$ cat config.mk
export PLATFORM = sky130hd
export DESIGN_NAME = pattern_generator
export DESIGN_NICKNAME = d
export VERILOG_FILES = /design/src/rtl/pattern_generator.sv
export SDC_FILE = /design/constraint.sdc
export NUM_CORES = 1
export LEC_CHECK = 0
export CELL_PAD_IN_SITES_DETAIL_PLACEMENT = 1
export CELL_PAD_IN_SITES_GLOBAL_PLACEMENT = 2
export CORE_MARGIN = 2
export CORE_UTILIZATION = 24
export CTS_CLUSTER_DIAMETER = 30
export DETAILED_ROUTE_END_ITERATION = 10
export PLACE_DENSITY = 0.8
export SETUP_SLACK_MARGIN = 0.4
export SYNTH_ARGS = -nofsm -noshare
export SYNTH_HDL_FRONTEND = slang
export SYNTH_SLANG_ARGS = --single-unit
export TNS_END_PERCENT = 1
$ cat constraint.sdc
create_clock -name clk -period 7.7 [get_ports clk]
set_clock_uncertainty 0.05 [all_clocks]
set_input_delay 2.31 -clock clk [delete_from_list [all_inputs] [get_ports clk]]
set_output_delay 2.31 -clock clk [all_outputs]
set_load 0.05 [all_outputs]
$ cat src/rtl/pattern_generator.sv
// pattern_generator: multi-mode grayscale test-pattern source for the VGA
// convolution pipeline. Indexed by look-ahead coordinates (x_next, y_next)
// and advanced by the pixel strobe output_tick.
//
// Patterns (active_mode): 0 checkerboard, 1 horizontal ramp,
// 2 horizontal stripes, 3 flat white. Outside the active area the output
// is blanked to zero.
//
// Mode requests are captured into a pending register at any time and only
// take effect at frame start (output_tick with x_next == y_next == 0), so a
// frame never mixes patterns.
//
// Optional feature macro: PATGEN_SCROLL_EN. When defined, a per-frame
// horizontal scroll offset advances at each frame start while scroll_en is
// high. When undefined the offset is constant zero and scroll_en is ignored.
//
// Handshake note: mode_valid is a plain one-cycle strobe with no ready;
// every strobe is accepted and overwrites the pending request.
module pattern_generator #(
  parameter int COORD_W    = 10,
  parameter int PIX_W      = 4,
  parameter int PATCH_LOG2 = 6,
  parameter int H_ACTIVE   = 640,
  parameter int V_ACTIVE   = 480
) (
  input  logic               clk,
  input  logic               reset,
  input  logic               output_tick,
  input  logic [COORD_W-1:0] x_next,
  input  logic [COORD_W-1:0] y_next,
  input  logic [1:0]         mode_req,
  input  logic               mode_valid,
  input  logic               scroll_en,
  output logic [PIX_W-1:0]   grayscale_color,
  output logic               frame_tick,
  output logic [1:0]         active_mode
);

  localparam logic [PIX_W-1:0] ALL_ONES     = '1;
  localparam logic [1:0]       MODE_CHECKER = 2'd0;
  localparam logic [1:0]       MODE_RAMP    = 2'd1;
  localparam logic [1:0]       MODE_STRIPES = 2'd2;
  localparam logic [1:0]       MODE_WHITE   = 2'd3;

  logic [1:0]         r_pending;
  logic [1:0]         r_active_mode;
  logic [PIX_W-1:0]   r_next_color;
  logic [PIX_W-1:0]   r_grayscale;
  logic               r_frame_tick;

  logic               w_fs;
  logic [1:0]         w_mode_eff;
  logic [COORD_W-1:0] w_offset_eff;
  logic [COORD_W-1:0] w_x_eff;
  logic               w_blank;
  logic [PIX_W-1:0]   w_pattern;
  logic               w_unused_x;

  assign w_fs = output_tick && (x_next == '0) && (y_next == '0);

  // Mode in effect for this cycle: a request in the FS cycle itself wins.
  always_comb begin
    w_mode_eff = r_active_mode;
    if (w_fs) begin
      w_mode_eff = mode_valid ? mode_req : r_pending;
    end
  end

`ifdef PATGEN_SCROLL_EN
  logic [COORD_W-1:0] r_offset;

  // Scroll offset for this cycle: advances by one at FS when enabled.
  always_comb begin
    w_offset_eff = r_offset;
    if (w_fs && scroll_en) begin
      w_offset_eff = r_offset + COORD_W'(1);
    end
  end

  // Offset register commits only at frame start; wraps naturally.
  always_ff @(posedge clk) begin
    if (reset) begin
      r_offset <= '0;
    end else if (w_fs) begin
      r_offset <= w_offset_eff;
    end
  end
`else
  logic w_unused_scroll;

  assign w_offset_eff    = '0;
  assign w_unused_scroll = scroll_en;
`endif

  assign w_x_eff    = x_next + w_offset_eff;
  // Only a few bits of the shifted column select the pattern.
  assign w_unused_x = ^w_x_eff;

  // Blanking is decided on the raw column, never the scrolled one.
  assign w_blank = (int'(x_next) >= H_ACTIVE) || (int'(y_next) >= V_ACTIVE);

  // Pattern function on the effective column, raw row and effective mode.
  always_comb begin
    w_pattern = '0;
    if (!w_blank) begin
      case (w_mode_eff)
        MODE_CHECKER: w_pattern = (w_x_eff[PATCH_LOG2] ^ y_next[PATCH_LOG2]) ? '0 : ALL_ONES;
        MODE_RAMP:    w_pattern = w_x_eff[COORD_W-1 -: PIX_W];
        MODE_STRIPES: w_pattern = y_next[PATCH_LOG2] ? '0 : ALL_ONES;
        MODE_WHITE:   w_pattern = ALL_ONES;
        default:      w_pattern = '0;
      endcase
    end
  end

  // Pending request capture; last strobe in a frame wins.
  always_ff @(posedge clk) begin
    if (reset) begin
      r_pending <= MODE_CHECKER;
    end else if (mode_valid) begin
      r_pending <= mode_req;
    end
  end

  // Active mode and frame pulse update only at frame start.
  always_ff @(posedge clk) begin
    if (reset) begin
      r_active_mode <= MODE_CHECKER;
      r_frame_tick  <= 1'b0;
    end else begin
      r_frame_tick <= w_fs;
      if (w_fs) begin
        r_active_mode <= w_mode_eff;
      end
    end
  end

  // Two-stage pixel pipeline: stage 1 every clock, stage 2 on the strobe.
  always_ff @(posedge clk) begin
    if (reset) begin
      r_next_color <= ALL_ONES;
      r_grayscale  <= ALL_ONES;
    end else begin
      r_next_color <= w_pattern;
      if (output_tick) begin
        r_grayscale <= r_next_color;
      end
    end
  end

  assign grayscale_color = r_grayscale;
  assign frame_tick      = r_frame_tick;
  assign active_mode     = r_active_mode;

endmodule

; Word-level counts from Yosys, hierarchy flattened
; Cells that the tools add are included.
[totals]
regBits = 13
inputBits = 27
out_inout_bits = 7
word_cells = 23
[op_classes]
n_lt_le_gt_ge = 2
n_eq_ne = 3
mux = 6
n_bitwise = 1
n_reduce_logical = 6
[op_table]
columns = operator, count
row1 = $logic_not A10 Y1, 2
row2 = $pmux W4 S4, 1
row3 = $mux W4, 3
row4 = $ge A10 B10 Y1 const B, 1
row5 = $ge A10 B9 Y1 const B, 1
row6 = $eq A2 B2 Y1 const B, 2
row7 = $mux W2, 2
row8 = $eq A2 B1 Y1 const B, 1
row9 = $logic_and A1 B1 Y1, 2
row10 = $logic_not A2 Y1, 1
row11 = $logic_or A1 B1 Y1, 1
row12 = $xor A1 B1 Y1, 1

; Depth between registers and ports, before layout
; Gate-level depths: netlist (run 1).
[depth]
ltp_word = 7
mapped_depth = 6
ltp_nobuf = 6

; Least setup slack after synthesis (run 1)
; Ideal clock, no wire load.
[synth_timing]
path_type = input -> register
start = in x_next[5]
end = reg r_next_color[3]
setup_time_ns = 0.072
arrival_ns = 3.914
t_required_ns = 7.578
path_slack_ns = 3.664
stages = 5
n_path_buf = 0
cell_sequence = or4_1 > nor4_4 > mux2_2 > a21oi_1 > a2bb2oi_1
[synth_between]
elab_chain_len = 7
elab_cells_between_ends = 12
classes_between = order compare: 1 / eq/ne: 3 / mux: 3 / reduce/logical: 5
[synth_rtl]
columns = item, line
row1 = start: declaration, 29  ; input logic [COORD_W-1:0] x_next,
row2 = $logic_not A10 Y1, 59  ; assign w_fs = output_tick && (x_next == '0) && (y_next == '0);
row3 = $logic_and A1 B1 Y1 (2 in series), 59
row4 = $mux W2, 64  ; if (w_fs) begin
row5 = "$eq A2 B2 Y1, or another cell as far along", 106  ; case (w_mode_eff)
row6 = $pmux W4 S4, 106
row7 = $mux W4 *, 105  ; if (!w_blank) begin
row8 = end signal: assignment, 144  ; r_next_color <= w_pattern;
row9 = end: declaration, 47  ; logic [PIX_W-1:0] r_next_color;
; Every way passes the cells marked *; elsewhere a longest branch is shown, timed or not.
; A chain may end at the register's enable or synchronous reset.

; Worst setup path in the final report (run 1)
[layout_timing]
start = in y_next[6]
end = reg r_next_color[3]
[layout_between]
elab_chain_len = 6
elab_cells_between_ends = 14
classes_between = order compare: 1 / eq/ne: 3 / mux: 5 / bitwise: 1 / reduce/logical: 4
[layout_rtl]
columns = item, line
row1 = start: declaration, 30  ; input logic [COORD_W-1:0] y_next,
row2 = $logic_not A10 Y1, 59
row3 = $logic_and A1 B1 Y1, 59
row4 = $mux W2, 64
row5 = "$eq A2 B2 Y1, or another cell as far along", 106
row6 = $pmux W4 S4, 106
row7 = $mux W4 *, 105
; Marked as above.

==> results of run 1 <==
final timing paths:
path                                 startpoint            endpoint  slack (ns)  cells after the start
worst min-delay path            r_next_color[0]  grayscale_color[0]        0.39                      1
worst max register to register     r_pending[1]     r_next_color[3]        6.31                      5
worst max-delay path                  y_next[6]     r_next_color[3]        3.20                      7
worst min register to register  r_next_color[0]  grayscale_color[0]        0.39                      1
cell type report:
class | instances | area [um2] | share of cell area
multi-input cells | 52 | 415 | 0.390
repair buffers | 32 | 320 | 0.301
flip-flops and latches | 13 | 260 | 0.244
well taps | 31 | 38.8 | 0.0364
clock buffers | 4 | 26.3 | 0.0247
inverters | 1 | 3.75 | 0.00353
power by group through the flow:
| stage | Sequential (uW) | Combinational (uW) | Clock [uW] |
|---|---|---|---|
| 6_report | 72.2 | 36.6 | 40.9 |
| 5_1_grt | 72.8 | 39.4 | 47.2 |
| 4_1_cts | 72.3 | 37.2 | 43.5 |
| 3_5_place_dp | 73.9 | 37.1 | 0 |
| 3_3_place_gp | 73.7 | 36.2 | 0 |
| 2_1_floorplan | 79.0 | 10.5 | 0 |
metal layers:
metal  vias to the layer above  global-route usage  part of all wire
met5                         -                   0                 0
met4                         0              0.0299            0.0091
met3                         2              0.0317             0.085
met2                        31               0.180              0.48
met1                       298               0.139              0.42
li1                        319                   -                 -
cells by family after synthesis:
| logic type | after synthesis | share of synthesized area |
|---|---|---|
| and+or+nand+nor | 29 | 0.321 |
| AOI/OAI and AO/OA | 14 | 0.150 |
| DFF | 13 | 0.381 |
| muxes | 8 | 0.125 |
| buffers and inverters | 2 | 0.0110 |
| xor gates and xnor gates | 1 | 0.0128 |
flip-flops by register name, summed over array words and instances (netlist names):
name	flops
frame_tick	1
r_next_color	4
grayscale_color	4
r_pending	2
active_mode	2
critical path: cells and delay by family:
kind,cells,cell delay [ns]
compound gates,2,0.40
buf+inv,1,0.53
mux,1,0.41
simple gates,3,0.99
cells in the final DEF, fill, tap and decap left out, types with 2 or more instances in the layout:
| master | n |
|---|---|
| a21oi_1 | 3 |
| mux2i_1 | 4 |
| nor2_1 | 7 |
| nand2b_1 | 3 |
| and2b_1 | 4 |
| nor4_4 | 2 |
| clkbuf_4 | 3 |
| a211o_1 | 4 |
| dfxtp_1 | 13 |
| mux2_2 | 3 |
| nand2_1 | 2 |
| clkdlybuf4s50_1 | 32 |
| a31o_1 | 2 |
| nor2b_1 | 4 |
stage by stage:
| step | total power [uW] | area (um2) | worst slack, ns | instances | util |
|---|---|---|---|---|---|
| 6_report | 150 | 1060 | 3.20 | 133 | 0.389 |
| 5_1_grt | 159 | 1060 | 3.05 | 133 | 0.389 |
| 4_1_cts | 153 | 1060 | 3.14 | 133 | 0.389 |
| 3_5_place_dp | 111 | 1040 | 2.88 | 129 | 0.380 |
| 3_3_place_gp | 110 | 1040 | 2.91 | 129 | 0.380 |
| 2_1_floorplan | 89.5 | 683 | 3.66 | 67 | - |
==> metrics, run 1 <==
Max-Slew Margin vs Limit 0.658; clock power share 0.273; CP max-delay cell clkdlybuf4s50_1; YS warnings 0; H-tree level count 1; Net Sw Frac 0.257; vias in the first global route 661; DR WL/cell 12.4 um; CTS Sinks 13; leak pwr 0.000399 uW; initial antenna violation count 0; critical path class input pin to flop; Placer Congestion 0.638; CTS tree built; antenna-violating nets left 0; CORE AREA 2730 um2; register area share after synthesis 0.381; num ports 34; pwr dens 141 nW/um2; sequential power share 0.482; die area 3290 um2; initial detailed-routing violation count 5; first-pass GRT wire length 2820 um; FILL cells 314; Fmax 222 MHz; count of input and output buffers 32; Critical Path AT 4.65 ns; Vert. Die Dim 57.4 um; Commonest cells post-synth dfxtp_1 (13), nor2_1 (7); Max Cap Viol 0; largest area contributor in the netlist dfxtp_1; Worst EP required 7.85 ns; status finished, final reports clean; DRC Markers 0; Detailed Route WL 1650 um; fin. max-slew vios 0; FP Rows 19; Critical Path End Type flop; Bufs on Longest Clock Path 2; Max stage delay on crit path 0.53 ns; crit start category input pin; cts repair resizes 0; P_int 111 uW; Syn Inst Count 67; Post-synth top flop dfxtp_1; Avg Inst Size Synth 10.2 um2; setup bufs post-CTS 0; synthesized area 683 um2; DR vias/cell 4.89; endpoints failing setup 0; period utilization 0.585; Critical Path Fanout Max 6; setup TNS 0 ns; syn nets 94; synth unique cells 28; number of diodes 0; DR pass1 iterations 2; Vias 650; most frequent cell after synthesis dfxtp_1; clk_lat worst skew 0.27 ns; root buffer cell clkbuf_4; worst path cell trace clkdlybuf4s50_1 > nor4_1 > nand4_2 > nor4_4 > mux2_2 > a21oi_1 > a2bb2oi_1; RSZ-0062 raised after global routing false; Comb pwr share 0.245; Reg clk slew, reported paths 0.07 ns; top post-synthesis cells by area dfxtp_1 (38%), nor4_4 (6.2%), mux2i_1 (5.9%); Min Hold Slack 0.392 ns; Final #Nets 130; Sw Pwr 38.5 uW; All-Layer GR Usage 0.109; Hold WC Path Type flop to flop; Hold Buf Count CTS 0; Die W 57.4 um; Starting Density 0.250; Peak VDD IR 93.3 uV; Post-synth EDFFs 0; worst slew pin tran 0.512 ns; final hold violation count 0; share of post-route cells with drive strength above 1 0.0980; synth-to-layout area growth 55.9%; GRT overflow 0; Num CTS Buffers 3; Synth Register Bits 13; crit path time final 4.50 ns; share of the synthesized area in the top cell type 0.381; largest net degree at the start of global routing 15; async set-reset flop share out of synthesis 0
Note: power is estimated with default switching activity, not from simulation.
==> run 2: changes to the inputs <==
CORE_UTILIZATION = 22   (was 24)
PLACE_DENSITY = 0.74   (was 0.8)
clock period = 4.2 ns   (was 7.7 ns; I/O delays follow)
==> run 2 against run 1 <==
Effect of this change: sequential share of layout area down 0.23 points; die area up 8.5%; critical path depth stayed put; final cell count increased by 2.3%; total power is 85% higher; via count is 2.0% lower; combinational power is 84% higher; count of clock-buffer cells in the layout stayed put; worst setup slack got worse by 2.5 ns; clock power up 87%; routed wire length increased by 0.42%; global-route usage decreased by 0.64 points; critical path type unchanged; highest routed layer unchanged.
==> metrics, run 2 (synthesized netlist as in run 1, its figures left out) <==
status finished, final reports clean; final hold violation count 0 (unchanged); DR pass1 iterations 2 (unchanged); Reg clk slew, reported paths 0.08 ns (about the same); synth-to-layout area growth 57.3%; Placer Congestion 0.648 (+1.6%); most frequent cells in the layout clkdlybuf4s50_1 (32), dfxtp_1 (13), nor2_1 (7); All-Layer GR Usage 0.103 (-0.00640); Starting Density 0.227 (-0.0224); cell family with the largest share of critical-path delay simple AND/OR/NAND/NOR gates; DRC Markers 0 (unchanged); initial detailed-routing violation count 3 (-2); CP max-delay cell clkdlybuf4s50_1; Reg2Reg Launch Point r_pending[0]; Hold WC Path Type flop to flop; Vias 637 (-2.0%); endpoints failing setup 0 (unchanged); fin cells 136 (+2.3%); FF-to-FF End r_next_color[3]; crit start category input pin; fin. max-slew vios 0 (unchanged); Worst EP required 4.35 ns (-3.50 ns); Critical Path AT 3.64 ns (-1.01 ns); first-pass GRT wire length 2640 um (-6.1%); Hold Buf Count CTS 0 (unchanged); Max-Slew Margin vs Limit 0.667 (+0.00953); Vert. Die Dim 59.7 um (+4.1%); DR WL/cell 12.2 um (-1.8%); vias in the first global route 636 (-3.8%); Worst Setup EP r_next_color[3]; setup bufs post-CTS 0 (unchanged); Die W 59.7 um (+4.1%); RSZ-0062 raised after global routing false; instance count on the critical path 7 (unchanged); FP Rows 20 (+1); count of input and output buffers 32 (unchanged); clk_lat worst skew 0.27 ns (about the same); dpl ws 0.343 ns (-2.53 ns); critical path class input pin to flop; largest net degree at the start of global routing 15 (unchanged); worst hold start r_next_color[0]; crit path time final 3.48 ns; GRT overflow 0 (unchanged); Detailed Route WL 1660 um (+0.42%); Num CTS Buffers 3 (unchanged); pwr dens 257 nW/um2 (+83%); Final #Nets 131 (+0.77%); FF-to-FF path depth 5 (unchanged); Max stage delay on crit path 0.52 ns (about the same); number of diodes 0 (unchanged); Placed Cells 132 (+2.3%); Bufs on Longest Clock Path 2 (unchanged); CTS tree built; Fmax 287 MHz; setup TNS 0 ns (unchanged); hold path depth 1 (unchanged); worst slew pin tran 0.497 ns (-0.0143 ns); antenna-violating nets left 0 (unchanged); Bufs and invs on worst path 1 (unchanged); crit path from y_next[6]; share of post-route cells with drive strength above 1 0.107 (+0.00876); root buffer cell clkbuf_4; initial antenna violation count 0 (unchanged); H-tree level count 1 (unchanged); num ports 34 (unchanged); flop2flop setup slack 2.81 ns (-3.50 ns); Peak VDD IR 73.0 uV (-22%); commonest non-fill, non-tap cell in the layout clkdlybuf4s50_1; DR vias/cell 4.68 (-4.2%); cts repair resizes 0 (unchanged); period utilization 0.830; worst path cell trace clkdlybuf4s50_1 > nor4_1 > nand4_2 > nor4_4 > mux2_2 > a21oi_1 > a2bb2oi_1; die area 3570 um2 (+8.5%); Max Cap Viol 0 (unchanged); Critical Path Fanout Max 6 (unchanged); Min Hold Slack 0.390 ns (-0.00135 ns); Critical Path End Type flop; CORE AREA 3000 um2 (+9.8%); Final WS setup 0.716 ns (-2.48 ns); hpwl dp 1390 um; CTS Sinks 13 (unchanged); leak pwr 0.000404 uW (+1.2%)
[run 2: cell count changes in the layout (fill, tap and decap cells not counted), sizes merged]
cell | previous run | this run
buf | 0 | 1
[run 2: worst reg2reg max path, stage by stage, from the launching register on]
cell	delay (ns)
dfxtp_1	0.31
mux2_2	0.20
nor2_1	0.05
mux2_2	0.27
a21oi_1	0.25
a2bb2oi_1	0.19
[run 2: stage by stage]
step | cell area, um2 | total power (uW) | utilization
detailed placement | 1050 | 204 | 0.349
CTS | 1070 | 284 | 0.358
global placement | 1050 | 202 | 0.349
floorplan | 683 | 164 | -
global route | 1070 | 295 | 0.358
finish | 1070 | 276 | 0.358
[run 2: cell type report]
cell class	instances	area, um2
inverters	1	3.75
multi-input cells	52	415
well taps	33	41.3
fillers	357	1930
repair buffers	33	328
clock buffers	4	26.3
flip-flops and latches	13	260
[run 2: per-layer routing]
metal | track usage | share of wire
met5 | 0 | 0
met4 | 0.0667 | 0.029
met3 | 0.0238 | 0.072
met2 | 0.169 | 0.47
met1 | 0.118 | 0.43
[run 2: how the worst min path moves through the flow]
stage                          to  slack (ns)
5_1_grt        grayscale_color[0]        0.40
3_5_place_dp   grayscale_color[0]        0.38
6_report       grayscale_color[0]        0.39
2_1_floorplan  grayscale_color[0]        0.36
3_3_place_gp   grayscale_color[0]        0.37
4_1_cts        grayscale_color[0]        0.40
[run 2: power breakdown]
group	internal, uW	switching (uW)	leakage, uW
clock	36.8	39.7	0.0000150
sequential	130	2.19	0.000108
combinational	37.6	29.9	0.000282
